$ cat config.mk
export PLATFORM = sky130hd
export DESIGN_NAME = cpu_run_ctrl
export DESIGN_NICKNAME = d
export VERILOG_FILES = /design/src/rtl/cpu_run_ctrl.sv
export SDC_FILE = /design/constraint.sdc
export NUM_CORES = 1
export LEC_CHECK = 0
export CAP_MARGIN = 20
export CORE_MARGIN = 2
export CORE_UTILIZATION = 40
export CTS_BUF_LIST = sky130_fd_sc_hd__clkbuf_8 sky130_fd_sc_hd__clkbuf_16
export DETAILED_ROUTE_END_ITERATION = 8
export GPL_TIMING_DRIVEN = 0
export PLACE_DENSITY = 0.64
export SYNTH_ARGS = -nofsm -noshare
export SYNTH_HDL_FRONTEND = slang
export SYNTH_SLANG_ARGS = --single-unit
$ cat constraint.sdc
create_clock -name clk -period 3.8 [get_ports clk]
set_input_delay 1.14 -clock clk [delete_from_list [all_inputs] [get_ports clk]]
set_output_delay 1.14 -clock clk [all_outputs]
set_load 0.02 [all_outputs]
$ cat src/rtl/cpu_run_ctrl.sv
// cpu_run_ctrl: run/halt/single-step sequencer for the Hack core, driven by debounced
// DE0 buttons and a PC breakpoint comparator.  Rev 1.0
`default_nettype none

module cpu_run_ctrl #(
  parameter int DEBOUNCE_CYCLES   = 500000,
  parameter int RESET_HOLD_CYCLES = 4,
  parameter bit START_RUN         = 1'b0,
  parameter int PC_WIDTH          = 15
) (
  input  logic                clk,
  input  logic                reset,
  input  logic [2:0]          btn_n,
  input  logic                bp_enable,
  input  logic [PC_WIDTH-1:0] bp_addr,
  input  logic [PC_WIDTH-1:0] pc,
  output logic                cpu_en,
  output logic                cpu_reset,
  output logic [2:0]          state,
  output logic                bp_hit,
  output logic [31:0]         instr_count
);

  localparam int DB_W   = $clog2(DEBOUNCE_CYCLES + 1);
  localparam int HOLD_W = $clog2(RESET_HOLD_CYCLES + 1);
  localparam logic [DB_W-1:0]   DB_LAST   = DB_W'(DEBOUNCE_CYCLES - 1);
  localparam logic [HOLD_W-1:0] HOLD_LOAD = HOLD_W'(RESET_HOLD_CYCLES);

  typedef enum logic [2:0] {
    S_RESET = 3'd0,
    S_HALT  = 3'd1,
    S_RUN   = 3'd2,
    S_STEP  = 3'd3,
    S_BREAK = 3'd4
  } state_t;

  logic [2:0]      sync1, sync2, db_level, press;
  logic [DB_W-1:0] db_cnt [3];

  // Buttons are asynchronous: invert to active-high, synchronize, then debounce.
  always_ff @(posedge clk) begin
    if (reset) begin
      sync1    <= '0;
      sync2    <= '0;
      db_level <= '0;
      press    <= '0;
      for (int b = 0; b < 3; b++) db_cnt[b] <= '0;
    end else begin
      sync1 <= ~btn_n;
      sync2 <= sync1;
      for (int b = 0; b < 3; b++) begin
        press[b] <= 1'b0;
        if (sync2[b] == db_level[b]) begin
          db_cnt[b] <= '0;
        end else if (db_cnt[b] == DB_LAST) begin
          db_cnt[b]   <= '0;
          db_level[b] <= sync2[b];
          press[b]    <= sync2[b];
        end else begin
          db_cnt[b] <= db_cnt[b] + DB_W'(1);
        end
      end
    end
  end

  state_t            st, st_n;
  logic [HOLD_W-1:0] hold_cnt, hold_n;
  logic              skip_bp, skip_n;
  logic              rst_p, run_p, step_p, bp_match;

  always_comb begin
    rst_p     = press[0];
    run_p     = press[1] & ~press[0];
    step_p    = press[2] & ~press[1] & ~press[0];
    bp_match  = bp_enable && (pc == bp_addr) && !skip_bp;
    st_n      = st;
    hold_n    = hold_cnt;
    skip_n    = skip_bp;
    cpu_en    = 1'b0;
    cpu_reset = 1'b0;
    bp_hit    = 1'b0;
    case (st)
      S_RESET: begin
        cpu_en    = 1'b1;
        cpu_reset = 1'b1;
        if (hold_cnt <= HOLD_W'(1)) begin
          st_n   = START_RUN ? S_RUN : S_HALT;
          skip_n = 1'b0;
        end else begin
          hold_n = hold_cnt - HOLD_W'(1);
        end
      end
      S_HALT: begin
        if (run_p) begin
          st_n   = S_RUN;
          skip_n = 1'b0;
        end else if (step_p) begin
          st_n = S_STEP;
        end
      end
      S_RUN: begin
        // Gate the enable combinationally so the breakpoint instruction never executes.
        cpu_en = ~bp_match;
        skip_n = 1'b0;
        if (run_p)         st_n = S_HALT;
        else if (bp_match) st_n = S_BREAK;
      end
      S_STEP: begin
        cpu_en = 1'b1;
        st_n   = S_HALT;
      end
      S_BREAK: begin
        bp_hit = 1'b1;
        if (run_p) begin
          st_n   = S_RUN;
          skip_n = 1'b1;
        end else if (step_p) begin
          st_n = S_STEP;
        end
      end
      default: begin
        st_n   = S_RESET;
        hold_n = HOLD_LOAD;
      end
    endcase
    if (rst_p) begin
      st_n   = S_RESET;
      hold_n = HOLD_LOAD;
    end
  end

  always_ff @(posedge clk) begin
    if (reset) begin
      st          <= S_RESET;
      hold_cnt    <= HOLD_LOAD;
      skip_bp     <= 1'b0;
      instr_count <= '0;
    end else begin
      st       <= st_n;
      hold_cnt <= hold_n;
      skip_bp  <= skip_n;
      if (st == S_RESET || rst_p)
        instr_count <= '0;
      else if (cpu_en && !cpu_reset && instr_count != 32'hFFFF_FFFF)
        instr_count <= instr_count + 32'd1;
    end
  end

  assign state = st;

endmodule

`default_nettype wire

==> results.yml, run 1 <==
outcome:
  status: "finished clean"
route:
  drc: 0
  avgViaCountPerCell: 5.07
  postRouteAntennaNets: 0
  routed_wl_um: 11800
  vias: 4692
  wl_per_cell_um: 12.7
  drtIter0Drc: 237
  drt_pass1_iterations: 4
power_and_ir_drop:
  p_per_area_mw_per_mm2: 369
  cellLeakagePower_nw: 2.44
  finalPower_mw: 2.64
  ir_drop_mv: 0.222
clock_network:
  cts_tree: "yes"
  clk_pin_slew_ps: 70
  clock_latency_ps: 350
  cts_hold_buf: 0
  cts_buffers: 9
  clk_path_buf_depth: 2
  htreeDepth: 3
  root_buffer: "clkbuf_16"
  clock-sinks: 108
setup_path:
  critical_path_class: "in -> out"
  worstPathMaxFanout: 2
  path_buf_inv: 2
  path_delay_family: "buffers and inverters"
  critPathLaunchType: "input port"
  crit_path_start: "bp_addr[11]"
  r2r-end: "db_cnt[2][12]"
  crit_chain: "clkdlybuf4s50_1, xor2_1, nor4_1, nand4_1, o31a_1, buf_6"
  reg2reg_depth: 7
  rr_startpoint: "db_cnt[2][5]"
  cpPeakStageDelay_ps: 420
  cp_data_arrival_time_ps: 2580
  crit_slowest_cell: "clkdlybuf4s50_1"
  worstPathRequired_ps: 2660
  endpoint_kind: "primary output"
  rrSetupSlack_ps: 1440
sta:
  period_needed_ps: 3720
  hold_violations: 0
  layout_setup_ws_ps: 77.4
  slew_headroom: 0.560
  setup_violations: 0
  skew_ps: 5.42
  rsz0062_at_grt: "false"
  worst-slew-pin-transition_ps: 654
  period_share: 0.980
  slew_viol_final: 0
  max_freq_mhz: 269
run:
  cap_violations: 0
die:
  die_x_um: 123
  die-area_mm2: 0.0151
  num_io_pins: 74
  core-area_mm2: 0.0138
  num_rows: 43
  die_h_um: 123
  initial_core_util: 0.408
synth:
  synthCells: 598
  synth_cell_types: 50
  synth-main-ff-cell: "edfxtp_1"
  ys_warn_count: 0
  synth_top_area_share: 0.303
  synthTopCellsByCount: "nor2_1, edfxtp_1, dfxtp_1"
  synth_area_leaders: "edfxtp_1, dfxtp_1, xor2_1"
  synth_most_common_cell: "nor2_1"
  synth-edff-count: 57
  ys_async_sr_fraction: 0
  seq_area_frac_synth: 0.484
  ys_seq_elements: 108
  synthesis.area_mm2: 0.00564
  postSynthAreaPerCell_um2: 9.44
  synth_top_cell_by_area: "edfxtp_1"
global_routing:
  grt_max_degree: 20
  gr-usage-all-layers: 0.161
  grt_first_pass_wirelength_um: 19600
  grt_pass1_vias: 4371
  antenna_found_initial: 0
  grt-ovfl-total: 0
placed_design:
  gp_congestion: 0.887
  portBuffers: 73
  dpl_worst_slack_ps: -577
  hpwl_um: 8890
hold_path:
  min_path_cells: 1
  min_to: "sync2[2]"
  hp-start: "sync1[2]"
  min_path_type: "reg -> reg"
layout:
  diodes: 0
  nFillCells: 1285
  nNetsFinal: 782
  drive_above_1_share: 0.0550
  synthToLayoutAreaGrowth_pct: 26.6
  multi_input_area_mm2: 0.00298
  seq_area_mm2: 0.00273
==> area by class of cell <==
cell class	instances	share of cell area
Timing Repair Buffer	75	0.105
Inverter	11	0.00578
Multi-Input combinational cell	515	0.417
Sequential cell	108	0.382
Tap cell	180	0.0315
Clock inverter	6	0.00718
Buffer	20	0.0161
Clock buffer	10	0.0350
==> cell usage in the layout, fill, tap and decap left out, drive strengths merged, types with 4 or more instances in the layout <==
cell type      Yosys  final
nor2              94     94
clkdlybuf4s50      0     67
edfxtp            57     57
conb               1     57
dfxtp             51     51
xor2              47     47
nand2             46     46
nand3             42     42
a21oi             33     33
xnor2             21     21
o21ai             21     21
nand4             20     20
or3               18     18
clkbuf             8     18
or4               15     15
inv               11     15
buf               12     15
and3              14     14
o31ai             12     12
nor3              10     10
nor4              10     10
nor4b              6      6
ha                 6      6
nor2b              5      5
and4               5      5
o211ai             5      5
o21a               4      4
==> flip-flops by register name (all words and copies together) (netlist names) <==
name	cells
press	3
instr_count	32
db_cnt	57
db_level	3
skip_bp	1
sync2	3
state	3
hold_cnt	3
sync1	3
==> layer usage <==
metal  vias to the layer above  track usage  wire [um]
met5                         -            0          0
li1                       2404            -          -
met4                         0       0.0647        204
met2                        83        0.278       5870
met1                      2193        0.198       5280
met3                        12       0.0283        417
==> cell families (layout without fill, tap and decap cells) <==
| logic type | after synthesis | in the layout | synth area share |
|---|---|---|---|
| simple gates | 298 | 298 | 0.275 |
| flops | 108 | 108 | 0.484 |
| compound gates | 82 | 82 | 0.0860 |
| xor+xnor | 68 | 68 | 0.106 |
| buf+inv | 31 | 122 | 0.0277 |
| fa+ha+maj | 6 | 6 | 0.0133 |
| mux | 4 | 4 | 0.00732 |
| other cells | 1 | 57 | 0.000665 |
==> worst max path at each step <==
stage                     endpoint  slack [ps]  cells after the start
after floorplan             cpu_en         530                      4
after global placement      cpu_en        -570                      6
after detailed placement    cpu_en        -580                      6
after CTS                   cpu_en           8                      6
after global routing        cpu_en           3                      6
final                       cpu_en          80                      6
==> power by group <==
group	switching (mW)	internal (mW)	total, mW
Combinational	0.218	0.159	0.377
Clock	0.447	0.496	0.943
Sequential	0.0454	1.27	1.32
Total	0.710	1.93	2.64
==> repair_timing <==
action,in CTS,in global routing
setup endpoints to repair,1,1
pin swaps,3,5
buffers inserted,2,0
hold endpoints to repair,0,0
gates resized for setup,8,5
==> stage by stage <==
stage	std cells	area, um^2	hold slack [ps]	setup TNS (ps)	utilization
after global routing	925	7140	469	0	0.517
final	925	7140	447	0	0.517
after global placement	907	6810	423	-574	0.492
after floorplan	654	5850	414	0	-
after CTS	925	7120	453	0	0.515
after detailed placement	907	6810	436	-577	0.492
No activity file was read; power rests on OpenSTA's default activity.
==> run 2, diff against run 1 <==
--- a/config.mk
+++ b/config.mk
@@ -8,7 +8,7 @@
 export CAP_MARGIN = 20
 export CORE_MARGIN = 2
 export CORE_UTILIZATION = 40
-export CTS_BUF_LIST = sky130_fd_sc_hd__clkbuf_8 sky130_fd_sc_hd__clkbuf_16
+export CTS_BUF_LIST = sky130_fd_sc_hd__clkbuf_16
 export DETAILED_ROUTE_END_ITERATION = 8
 export GPL_TIMING_DRIVEN = 0
 export PLACE_DENSITY = 0.64
==> results of run 2 <==
Same layout as run 1: the final DEF is identical, and so are final timing and power.
==> run 3, diff against run 2 <==
--- a/config.mk
+++ b/config.mk
@@ -6,6 +6,7 @@
 export NUM_CORES = 1
 export LEC_CHECK = 0
 export CAP_MARGIN = 20
+export CORE_ASPECT_RATIO = 0.5
 export CORE_MARGIN = 2
 export CORE_UTILIZATION = 40
 export CTS_BUF_LIST = sky130_fd_sc_hd__clkbuf_16
==> results.yml, run 3 (same netlist as run 1, synthesis figures left out) <==
sta:
  setup_violations: 0
  rsz0062_at_grt: "false"
  period_needed_ps: 3730
  whs_ps: 438
  slew_headroom: 0.494
  worst-slew-pin-transition_ps: 757
  slew_viol_final: 0
  skew_ps: 12.7
  period_share: 0.981
  max_freq_mhz: 268
  hold_violations: 0
route:
  drt_pass1_iterations: 6
  drtIter0Drc: 302
  wl_per_cell_um: 13.1
  postRouteAntennaNets: 0
  routed_wl_um: 12300
  drc: 0
  avgViaCountPerCell: 5.01
  vias: 4692
clock_network:
  clock-sinks: 108
  cts_buffers: 9
  cts_tree: "yes"
  clock_latency_ps: 350
  htreeDepth: 3
  clk_pin_slew_ps: 70
  cts_hold_buf: 0
  root_buffer: "clkbuf_16"
  clk_path_buf_depth: 2
global_routing:
  grt-ovfl-total: 0
  grt_first_pass_wirelength_um: 19900
  grt_pass1_vias: 4393
  antenna_found_initial: 0
  gr-usage-all-layers: 0.164
  grt_max_degree: 20
setup_path:
  path_buf_inv: 2
  critical_path_class: "in -> out"
  endpoint_kind: "primary output"
  path_delay_family: "buffers and inverters"
  cp_data_arrival_time_ps: 2590
  cpPeakStageDelay_ps: 410
  crit_slowest_cell: "clkdlybuf4s50_1"
  worstPathMaxFanout: 2
  critPathLaunchType: "input port"
  crit_chain: "clkdlybuf4s50_1, xor2_1, nor4_2, nand4_1, o31a_1, buf_6"
  worstPathRequired_ps: 2660
layout:
  post-route-util: 0.528
  diodes: 0
  mostFrequentLayoutCell: "nor2_1"
  final_cell_mix: "nor2_1, edfxtp_1, conb_1"
  top_regs: "db_cnt (57), instr_count (32)"
  synthToLayoutAreaGrowth_pct: 27.8
  regMostFlops: "db_cnt"
  largest_reg_flops: 57
  nNetsFinal: 781
  drive_above_1_share: 0.0551
hold_path:
  min_path_type: "reg -> reg"
die:
  num_rows: 30
  die_x_um: 172
  initial_core_util: 0.413
  core-area_mm2: 0.0137
  die_h_um: 88.0
  num_io_pins: 74
  die-area_mm2: 0.0151
placed_design:
  hpwl_um: 8820
  portBuffers: 73
  gp_congestion: 0.875
power_and_ir_drop:
  cellLeakagePower_nw: 2.60
  ir_drop_mv: 0.259
  p_per_area_mw_per_mm2: 371
  finalPower_mw: 2.67
run:
  cap_violations: 0
outcome:
  status: "finished clean"
## run 3: changes by cell type in the layout (fill, tap and decap cells not counted), sizes merged
cell,before,now
buf,15,14
dlymetal6s2s,3,21
clkinvlp,1,2
bufinv,0,1
dlygate4sd2,2,0
clkinv,1,0
clkdlybuf4s50,67,51
clkbuf,18,17
## run 3: worst paths after layout
path / start / endpoint / slack (ps) / cells past startpoint
max reg2reg: db_cnt[0][10] / db_cnt[0][11] / 1400 / 7
max: bp_addr[1] / cpu_en / 70 / 6
min reg2reg: sync1[1] / sync2[1] / 440 / 1
min: sync1[1] / sync2[1] / 440 / 1
## run 3: area by class of cell
class                           instances  area [um^2]
Fill cell                            1250         6450
Clock inverter                          7         82.6
Inverter                               11         41.3
Sequential cell                       108         2730
Tap cell                              192          240
Clock buffer                            9          225
Multi-Input combinational cell        515         2980
Buffer                                 20          115
Timing Repair Buffer                   74          792
## run 3: layer usage
metal / global-route usage / wire, um / vias up
li1: - / - / 2397
met1: 0.202 / 5800 / 2202
met2: 0.291 / 5910 / 84
met3: 0.0393 / 482 / 9
met4: 0.0420 / 97 / 0
met5: 0 / 0 / -
## run 3: repair_timing
| item | 4_1_cts | 5_1_grt |
|---|---|---|
| buffers inserted | 1 | 0 |
| pin swaps | 2 | 12 |
| gates resized for setup | 4 | 26 |
| endpoints found under the setup margin | 1 | 1 |
## run 3: through the flow
step           TNS, ps  instance area [um^2]  worst slack [ps]  cells
3_3_place_gp      -601                  6820              -601    919
5_1_grt              0                  7210              1.67    936
3_5_place_dp      -594                  6820              -594    919
2_1_floorplan        0                  5850               529    654
6_report             0                  7210              71.6    936
4_1_cts              0                  7130              12.3    936
## run 3: where the power goes
| group | total (mW) | switching [mW] | internal, mW |
|---|---|---|---|
| Clock | 0.973 | 0.450 | 0.524 |
| Combinational | 0.381 | 0.225 | 0.157 |
| Sequential | 1.32 | 0.0465 | 1.27 |
| Total | 2.67 | 0.721 | 1.95 |
